<file path="src/rtl/median_frame_rebuilder_if.sv">
// Stream bundle between the median filter stage, the frame rebuilder and the display path.
// The source side drives vsync/din/din_vld; the rebuilder drives the raster outputs and status.
interface median_frame_rebuilder_if #(
    parameter int DW = 8
) ();
    logic          vsync;
    logic [DW-1:0] din;
    logic          din_vld;
    logic [DW-1:0] dout;
    logic          dout_vld;
    logic          dout_sof;
    logic          dout_sol;
    logic          dout_eol;
    logic          dout_eof;
    logic          ovf;
    logic          frame_err;
    logic          busy;

    modport master (
        output vsync, din, din_vld,
        input  dout, dout_vld, dout_sof, dout_sol, dout_eol, dout_eof, ovf, frame_err, busy
    );

    modport slave (
        input  vsync, din, din_vld,
        output dout, dout_vld, dout_sof, dout_sol, dout_eol, dout_eof, ovf, frame_err, busy
    );
endinterface

</file>
<file path="src/rtl/median_frame_rebuilder.sv">
// Rebuilds a full IMG_W x IMG_H raster from the border-less median stream, padding the
// one-pixel frame border with BORDER_VAL and tagging sof/sol/eol/eof on the output pixels.
module median_frame_rebuilder #(
    parameter int            IMG_W      = 640,
    parameter int            IMG_H      = 480,
    parameter int            DW         = 8,
    parameter logic [DW-1:0] BORDER_VAL = {DW{1'b0}},
    parameter int            FIFO_AW    = 4
) (
    input logic                   sclk,
    input logic                   s_rst,
    median_frame_rebuilder_if.slave bus
);
    localparam int CW = $clog2(IMG_W);
    localparam int RW = $clog2(IMG_H);
    localparam int PW = FIFO_AW + 1;

    localparam logic [CW-1:0] COL_ZERO      = CW'(0);
    localparam logic [CW-1:0] COL_ONE       = CW'(1);
    localparam logic [CW-1:0] COL_BODY_LAST = CW'(IMG_W - 2);
    localparam logic [CW-1:0] COL_LAST      = CW'(IMG_W - 1);
    localparam logic [RW-1:0] ROW_ZERO      = RW'(0);
    localparam logic [RW-1:0] ROW_ONE       = RW'(1);
    localparam logic [RW-1:0] ROW_BODY_LAST = RW'(IMG_H - 2);
    localparam logic [RW-1:0] ROW_LAST      = RW'(IMG_H - 1);
    localparam logic [PW-1:0] PTR_ONE       = PW'(1);
    localparam logic [PW-1:0] PTR_WRAP      = {1'b1, {FIFO_AW{1'b0}}};

    typedef enum logic [2:0] {
        ST_IDLE   = 3'd0,
        ST_TOP    = 3'd1,
        ST_LEFT   = 3'd2,
        ST_BODY   = 3'd3,
        ST_RIGHT  = 3'd4,
        ST_BOTTOM = 3'd5
    } state_t;

    state_t        state_r, state_nxt_s;
    logic [CW-1:0] col_r;
    logic [RW-1:0] row_r;
    logic [DW-1:0] mem_r [2**FIFO_AW];
    logic [PW-1:0] wr_ptr_r, rd_ptr_r;
    logic          fifo_empty_s, fifo_full_s, abort_s, wr_en_s, rd_en_s;
    logic          emit_s, sof_s, sol_s, eol_s, eof_s;
    logic [DW-1:0] pix_s;
    logic [DW-1:0] dout_r;
    logic          dout_vld_r, dout_sof_r, dout_sol_r, dout_eol_r, dout_eof_r;
    logic          ovf_r, frame_err_r, busy_r;

    // A vsync during a frame flushes the FIFO, so the write of that same cycle is discarded.
    assign fifo_empty_s = (wr_ptr_r == rd_ptr_r);
    assign fifo_full_s  = ((wr_ptr_r ^ rd_ptr_r) == PTR_WRAP);
    assign abort_s      = bus.vsync && (state_r != ST_IDLE);
    assign wr_en_s      = bus.din_vld && !fifo_full_s && !abort_s;

    // FIFO storage
    always_ff @(posedge sclk) begin
        if (wr_en_s) begin
            mem_r[wr_ptr_r[FIFO_AW-1:0]] <= bus.din;
        end
    end

    // FIFO pointers
    always_ff @(posedge sclk or posedge s_rst) begin
        if (s_rst) begin
            wr_ptr_r <= {PW{1'b0}};
            rd_ptr_r <= {PW{1'b0}};
        end else if (abort_s) begin
            wr_ptr_r <= {PW{1'b0}};
            rd_ptr_r <= {PW{1'b0}};
        end else begin
            if (wr_en_s) wr_ptr_r <= wr_ptr_r + PTR_ONE;
            if (rd_en_s) rd_ptr_r <= rd_ptr_r + PTR_ONE;
        end
    end

    // FSM state register
    always_ff @(posedge sclk or posedge s_rst) begin
        if (s_rst) state_r <= ST_IDLE;
        else       state_r <= state_nxt_s;
    end

    // FSM next-state logic; any vsync (re)starts a frame at the top border
    always_comb begin
        state_nxt_s = state_r;
        if (bus.vsync) begin
            state_nxt_s = ST_TOP;
        end else begin
            case (state_r)
                ST_IDLE:   state_nxt_s = ST_IDLE;
                ST_TOP:    state_nxt_s = (col_r == COL_LAST) ? ST_LEFT : ST_TOP;
                ST_LEFT:   state_nxt_s = ST_BODY;
                ST_BODY:   state_nxt_s = (!fifo_empty_s && col_r == COL_BODY_LAST) ? ST_RIGHT : ST_BODY;
                ST_RIGHT:  state_nxt_s = (row_r == ROW_BODY_LAST) ? ST_BOTTOM : ST_LEFT;
                ST_BOTTOM: state_nxt_s = (col_r == COL_LAST) ? ST_IDLE : ST_BOTTOM;
                default:   state_nxt_s = ST_IDLE;
            endcase
        end
    end

    // FSM output decode: pixel choice and markers for the pixel emitted this cycle
    always_comb begin
        emit_s  = 1'b0;
        rd_en_s = 1'b0;
        sof_s   = 1'b0;
        sol_s   = 1'b0;
        eol_s   = 1'b0;
        eof_s   = 1'b0;
        pix_s   = BORDER_VAL;
        if (!bus.vsync) begin
            case (state_r)
                ST_TOP: begin
                    emit_s = 1'b1;
                    sof_s  = (col_r == COL_ZERO);
                    sol_s  = (col_r == COL_ZERO);
                    eol_s  = (col_r == COL_LAST);
                end
                ST_LEFT: begin
                    emit_s = 1'b1;
                    sol_s  = 1'b1;
                end
                ST_BODY: begin
                    emit_s  = !fifo_empty_s;
                    rd_en_s = !fifo_empty_s;
                    pix_s   = mem_r[rd_ptr_r[FIFO_AW-1:0]];
                end
                ST_RIGHT: begin
                    emit_s = 1'b1;
                    eol_s  = 1'b1;
                end
                ST_BOTTOM: begin
                    emit_s = 1'b1;
                    sol_s  = (col_r == COL_ZERO);
                    eol_s  = (col_r == COL_LAST);
                    eof_s  = (col_r == COL_LAST);
                end
                default: emit_s = 1'b0;
            endcase
        end else begin
            emit_s = 1'b0;
        end
    end

    // Raster position counters; BODY holds position while the FIFO is empty
    always_ff @(posedge sclk or posedge s_rst) begin
        if (s_rst) begin
            col_r <= COL_ZERO;
            row_r <= ROW_ZERO;
        end else if (bus.vsync) begin
            col_r <= COL_ZERO;
            row_r <= ROW_ZERO;
        end else begin
            case (state_r)
                ST_TOP: begin
                    if (col_r == COL_LAST) begin
                        col_r <= COL_ZERO;
                        row_r <= ROW_ONE;
                    end else begin
                        col_r <= col_r + COL_ONE;
                    end
                end
                ST_LEFT: col_r <= COL_ONE;
                ST_BODY: begin
                    if (rd_en_s) col_r <= (col_r == COL_BODY_LAST) ? COL_LAST : col_r + COL_ONE;
                end
                ST_RIGHT: begin
                    col_r <= COL_ZERO;
                    row_r <= (row_r == ROW_BODY_LAST) ? ROW_LAST : row_r + ROW_ONE;
                end
                ST_BOTTOM: begin
                    if (col_r == COL_LAST) begin
                        col_r <= COL_ZERO;
                        row_r <= ROW_ZERO;
                    end else begin
                        col_r <= col_r + COL_ONE;
                    end
                end
                default: begin
                    col_r <= col_r;
                    row_r <= row_r;
                end
            endcase
        end
    end

    // Registered pixel, markers and status outputs
    always_ff @(posedge sclk or posedge s_rst) begin
        if (s_rst) begin
            dout_r      <= {DW{1'b0}};
            dout_vld_r  <= 1'b0;
            dout_sof_r  <= 1'b0;
            dout_sol_r  <= 1'b0;
            dout_eol_r  <= 1'b0;
            dout_eof_r  <= 1'b0;
            ovf_r       <= 1'b0;
            frame_err_r <= 1'b0;
            busy_r      <= 1'b0;
        end else begin
            dout_r      <= emit_s ? pix_s : {DW{1'b0}};
            dout_vld_r  <= emit_s;
            dout_sof_r  <= emit_s && sof_s;
            dout_sol_r  <= emit_s && sol_s;
            dout_eol_r  <= emit_s && eol_s;
            dout_eof_r  <= emit_s && eof_s;
            frame_err_r <= abort_s;
            busy_r      <= (state_nxt_s != ST_IDLE);
            if (bus.vsync)                        ovf_r <= 1'b0;
            else if (bus.din_vld && fifo_full_s)  ovf_r <= 1'b1;
            else                                  ovf_r <= ovf_r;
        end
    end

    assign bus.dout      = dout_r;
    assign bus.dout_vld  = dout_vld_r;
    assign bus.dout_sof  = dout_sof_r;
    assign bus.dout_sol  = dout_sol_r;
    assign bus.dout_eol  = dout_eol_r;
    assign bus.dout_eof  = dout_eof_r;
    assign bus.ovf       = ovf_r;
    assign bus.frame_err = frame_err_r;
    assign bus.busy      = busy_r;
endmodule

</file>
<file path="src/flat_wrapper.sv">
// flat-port wrapper written by rule: the top's interface ports become plain ports
module median_frame_rebuilder_flat 
#(
    parameter int            IMG_W      = 640,
    parameter int            IMG_H      = 480,
    parameter int            DW         = 8,
    parameter logic [DW-1:0] BORDER_VAL = {DW{1'b0}},
    parameter int            FIFO_AW    = 4
)
  (sclk, s_rst, bus_vsync, bus_din, bus_din_vld, bus_dout, bus_dout_vld, bus_dout_sof, bus_dout_sol, bus_dout_eol, bus_dout_eof, bus_ovf, bus_frame_err, bus_busy);
  median_frame_rebuilder_if #(.DW(DW)) bus_i ();
  input logic sclk;
  input logic s_rst;
  input wire logic [$bits(bus_i.vsync)-1:0] bus_vsync;
  input wire logic [$bits(bus_i.din)-1:0] bus_din;
  input wire logic [$bits(bus_i.din_vld)-1:0] bus_din_vld;
  output wire logic [$bits(bus_i.dout)-1:0] bus_dout;
  output wire logic [$bits(bus_i.dout_vld)-1:0] bus_dout_vld;
  output wire logic [$bits(bus_i.dout_sof)-1:0] bus_dout_sof;
  output wire logic [$bits(bus_i.dout_sol)-1:0] bus_dout_sol;
  output wire logic [$bits(bus_i.dout_eol)-1:0] bus_dout_eol;
  output wire logic [$bits(bus_i.dout_eof)-1:0] bus_dout_eof;
  output wire logic [$bits(bus_i.ovf)-1:0] bus_ovf;
  output wire logic [$bits(bus_i.frame_err)-1:0] bus_frame_err;
  output wire logic [$bits(bus_i.busy)-1:0] bus_busy;
  assign bus_i.vsync = bus_vsync;
  assign bus_i.din = bus_din;
  assign bus_i.din_vld = bus_din_vld;
  assign bus_dout = bus_i.dout;
  assign bus_dout_vld = bus_i.dout_vld;
  assign bus_dout_sof = bus_i.dout_sof;
  assign bus_dout_sol = bus_i.dout_sol;
  assign bus_dout_eol = bus_i.dout_eol;
  assign bus_dout_eof = bus_i.dout_eof;
  assign bus_ovf = bus_i.ovf;
  assign bus_frame_err = bus_i.frame_err;
  assign bus_busy = bus_i.busy;
  median_frame_rebuilder #(.IMG_W(IMG_W), .IMG_H(IMG_H), .DW(DW), .BORDER_VAL(BORDER_VAL), .FIFO_AW(FIFO_AW)) u_core (.sclk(sclk), .s_rst(s_rst), .bus(bus_i));
endmodule
</file>
<file path="config.mk">
export PLATFORM = sky130hd
export DESIGN_NAME = median_frame_rebuilder_flat
export DESIGN_NICKNAME = d
export VERILOG_FILES = /design/src/rtl/median_frame_rebuilder_if.sv /design/src/rtl/median_frame_rebuilder.sv /design/src/flat_wrapper.sv
export SDC_FILE = /design/constraint.sdc
export NUM_CORES = 1
export LEC_CHECK = 0
export CAP_MARGIN = 20
export CELL_PAD_IN_SITES_DETAIL_PLACEMENT = 1
export CELL_PAD_IN_SITES_GLOBAL_PLACEMENT = 2
export CORE_ASPECT_RATIO = 1.1
export CORE_MARGIN = 2
export CORE_UTILIZATION = 29
export DETAILED_ROUTE_END_ITERATION = 7
export GPL_ROUTABILITY_DRIVEN = 0
export MAX_ROUTING_LAYER = met4
export PLACE_DENSITY_LB_ADDON = 0.3
export SLEW_MARGIN = 30
export SYNTH_ARGS = -nofsm -noshare
export SYNTH_HDL_FRONTEND = slang
export SYNTH_SLANG_ARGS = --single-unit
</file>
<file path="constraint.sdc">
create_clock -name sclk -period 5.6 [get_ports sclk]
set_clock_uncertainty 0.15 [all_clocks]
set_input_delay 0.56 -clock sclk [delete_from_list [all_inputs] [get_ports sclk]]
set_output_delay 0.56 -clock sclk [all_outputs]
set_load 0.02 [all_outputs]
</file>
==> flow_metrics.tcl <==
set metrics [dict create \
    status "completed" \
    num_vias 4357 \
    clk_pin_slew_worst_paths_ps 70 \
    max_stage_delay_ps 600 \
    crit_family "simple AND/OR/NAND/NOR gates" \
    worst-path-buf-inv 1 \
    fp.dieArea_um2 27400 \
    finalCritPeriodShare 0.569 \
    drc 0 \
    antenna_cells 0 \
    synth-edff-count 128 \
    crit_path_start_kind "register" \
    cts_tree "yes" \
    worst_slack_ps 2420 \
    synth_area_leaders "edfxtp_1 (51%), dfrtp_1 (16%), mux4_2 (12%)" \
    slew_viol_final 0 \
    cellLeakagePower_nw 2.95 \
    dp_hpwl_mm 12.7 \
    clock_path_buffers 2 \
    clk-insertion-delay-late_ps 430 \
    end_kind "register" \
    powerDensity_nw_per_um2 303 \
    grt_pass1_wl_mm 28.9 \
    min-delay-start "u_core.row_r[7]" \
    ant_nets 0 \
    slew_headroom 0.447 \
    synth-seq-area-share 0.667 \
    fin_cells 879 \
    grt_pass1_vias 4675 \
    htree_levels 4 \
    drt-wirelength-per-cell_um 21.2 \
    vias_per_cell 4.96 \
    postCtsSetupBuffers 0 \
    period_minus_slack_ps 3180 \
    multi_input_area_um2 2330 \
    max_freq_mhz 314 \
    crit_arrival_ps 3100 \
    rsz0062_at_grt "no" \
    cts_sinks 176 \
    maxCapViolations 0 \
    holdBufCountCts 0 \
    yosys.area.top_type_share 0.508 \
    die_x_um 158 \
    cts.repair.resized 0 \
    yosys_warnings 0 \
    min_to "u_core.row_r[7]" \
    ys.flop_type "edfxtp_1" \
    area_growth_pct 15.9 \
    grtUsageTotal 0.148 \
    drt-total-wl_mm 18.6 \
    row_count 62 \
    r2r_setup_slack_ps 2420 \
    fin_nets 537 \
    yosys.area.top_type "edfxtp_1" \
    synth_most_common_cell "edfxtp_1" \
    criticalPathCategory "reg2reg" \
    setup_viol 0 \
    fin_setup_tns_ps 0 \
    r2r_start "u_core.rd_ptr_r[0]" \
    clock-root-buffer "clkbuf_16" \
    syn_inst 484 \
    slowest_stage "nor2_1" \
    overflow 0 \
    initial_core_util 0.292 \
    synth-seq-cells 176 \
    portBuffers 27 \
    pre_cts_ws_ps 2410 \
    grt_max_degree 49 \
    coreArea_um2 25900 \
    cp_max_fo 36 \
    crit_chain "buf_4, xnor2_1, nand4_1, o21a_1, nand3_1, nor2_1" \
    worst_r2r_endpoint "u_core.mem_r[7][5]" \
    drt_iter0_drc 237 \
    seq_area_um2 5050 \
    tightest_slew_ps 823 \
    nFillCells 2728 \
    cts_buffers 17 \
    cp.required_ps 5520 \
    synth_cell_types 52 \
    antenna_found_initial 0 \
    dr.pass1.iters 4 \
    hold_class "reg2reg" \
    syn_nets 506 \
    synth_commonest_cells "edfxtp_1 (128), dfrtp_1 (48), mux4_2 (40)" \
    worstRegToRegCells 6 \
    whs_path_depth 1 \
    dp.cells 848 \
    drive_gt1_frac 0.167 \
    syn-mean-instance-area_um2 15.6 \
    hold_viol 0 \
    syn_area_um2 7560 \
    die-height_um 173 \
    peakVddDrop_v 0.000170 \
    ios 28 \
    async_reset_ff_frac 0.273 \
]
==> layer usage <==
metal | part of all wire | wire length (µm) | track usage | vias to the layer above
met1 | 0.43 | 8020 | 0.186 | 2296
met5 | 0 | 0 | - | -
met2 | 0.52 | 9650 | 0.243 | 95
met4 | 0.012 | 229 | 0.0383 | 0
li1 | - | - | - | 1946
met3 | 0.040 | 739 | 0.0338 | 20
==> metrics by stage <==
step / util / power, mW / hold WS (ps) / area, µm²
after CTS: 0.338 / 2.69 / 390 / 8760
after detailed placement: 0.317 / 1.56 / 369 / 8210
after global placement: 0.317 / 1.56 / 364 / 8210
after floorplan: - / 1.50 / 336 / 7560
after global routing: 0.338 / 2.75 / 401 / 8760
final: 0.338 / 2.65 / 386 / 8760
==> layout by cell type (no fill, tap or decap), types with 12 or more instances in the layout <==
cell / count
a21oi_1: 18
clkbuf_16: 17
clkdlybuf4s50_1: 27
dfrtp_1: 47
edfxtp_1: 128
inv_1: 17
mux4_2: 40
nand2_1: 18
nand3_1: 17
nor2_1: 34
nor2b_1: 12
o21ai_0: 14
==> worst max-delay path by stage <==
| stage | start | end | slack (ps) | depth (start not counted) |
|---|---|---|---|---|
| 6_report | u_core.rd_ptr_r[0] | u_core.mem_r[7][5] | 2420 | 6 |
| 5_1_grt | u_core.rd_ptr_r[0] | u_core.mem_r[15][4] | 2100 | 6 |
| 4_1_cts | u_core.rd_ptr_r[0] | u_core.mem_r[15][4] | 2390 | 6 |
| 3_5_place_dp | u_core.rd_ptr_r[0] | u_core.mem_r[15][4] | 2410 | 6 |
| 3_3_place_gp | bus_vsync | u_core.mem_r[9][4] | 2490 | 4 |
| 2_1_floorplan | u_core.rd_ptr_r[1] | u_core.mem_r[0][0] | 3120 | 6 |
==> area by class of cell <==
type / instances / share of cell area
sequential: 176 / 0.576
multi-input combinational: 266 / 0.266
tap: 352 / 0.0502
clock buffer: 17 / 0.0485
timing repair buffer: 35 / 0.0377
clock inverter: 14 / 0.0138
inverter: 19 / 0.00814
==> state kept, by name, summed over array words and instances, names as in the netlist <==
| register | count |
|---|---|
| u_core.bus.dout_vld | 1 |
| u_core.col_r | 10 |
| u_core.bus.dout_sof | 1 |
| u_core.bus.dout_eol | 1 |
| u_core.wr_ptr_r | 5 |
| u_core.mem_r | 128 |
| u_core.bus.dout_eof | 1 |
| u_core.bus.busy | 1 |
| u_core.bus.dout | 8 |
| u_core.row_r | 9 |
| u_core.state_r | 3 |
| u_core.bus.dout_sol | 1 |
| u_core.rd_ptr_r | 5 |
| u_core.bus.ovf | 1 |
| u_core.bus.frame_err | 1 |
==> cells by family (layout without fill, tap and decap cells) <==
group	Yosys count	in the layout	share of synthesized area
flip-flops	176	176	0.667
AND/OR/NAND/NOR	120	120	0.0801
AO/OA/AOI/OAI	81	81	0.0733
multiplexers	43	43	0.123
buffers and inverters	42	85	0.0261
XOR/XNOR	12	12	0.0139
adder cells (fa/ha/maj)	10	10	0.0165
==> where the power goes <==
group          total [mW]  internal (mW)  leakage [nW]  switching, mW
clock network        1.12          0.582         0.266          0.541
registers            1.42           1.41          1.80        0.00897
logic               0.108         0.0383         0.879         0.0694
total                2.65           2.03          2.95          0.619
(Power assumes the default switching activity.)
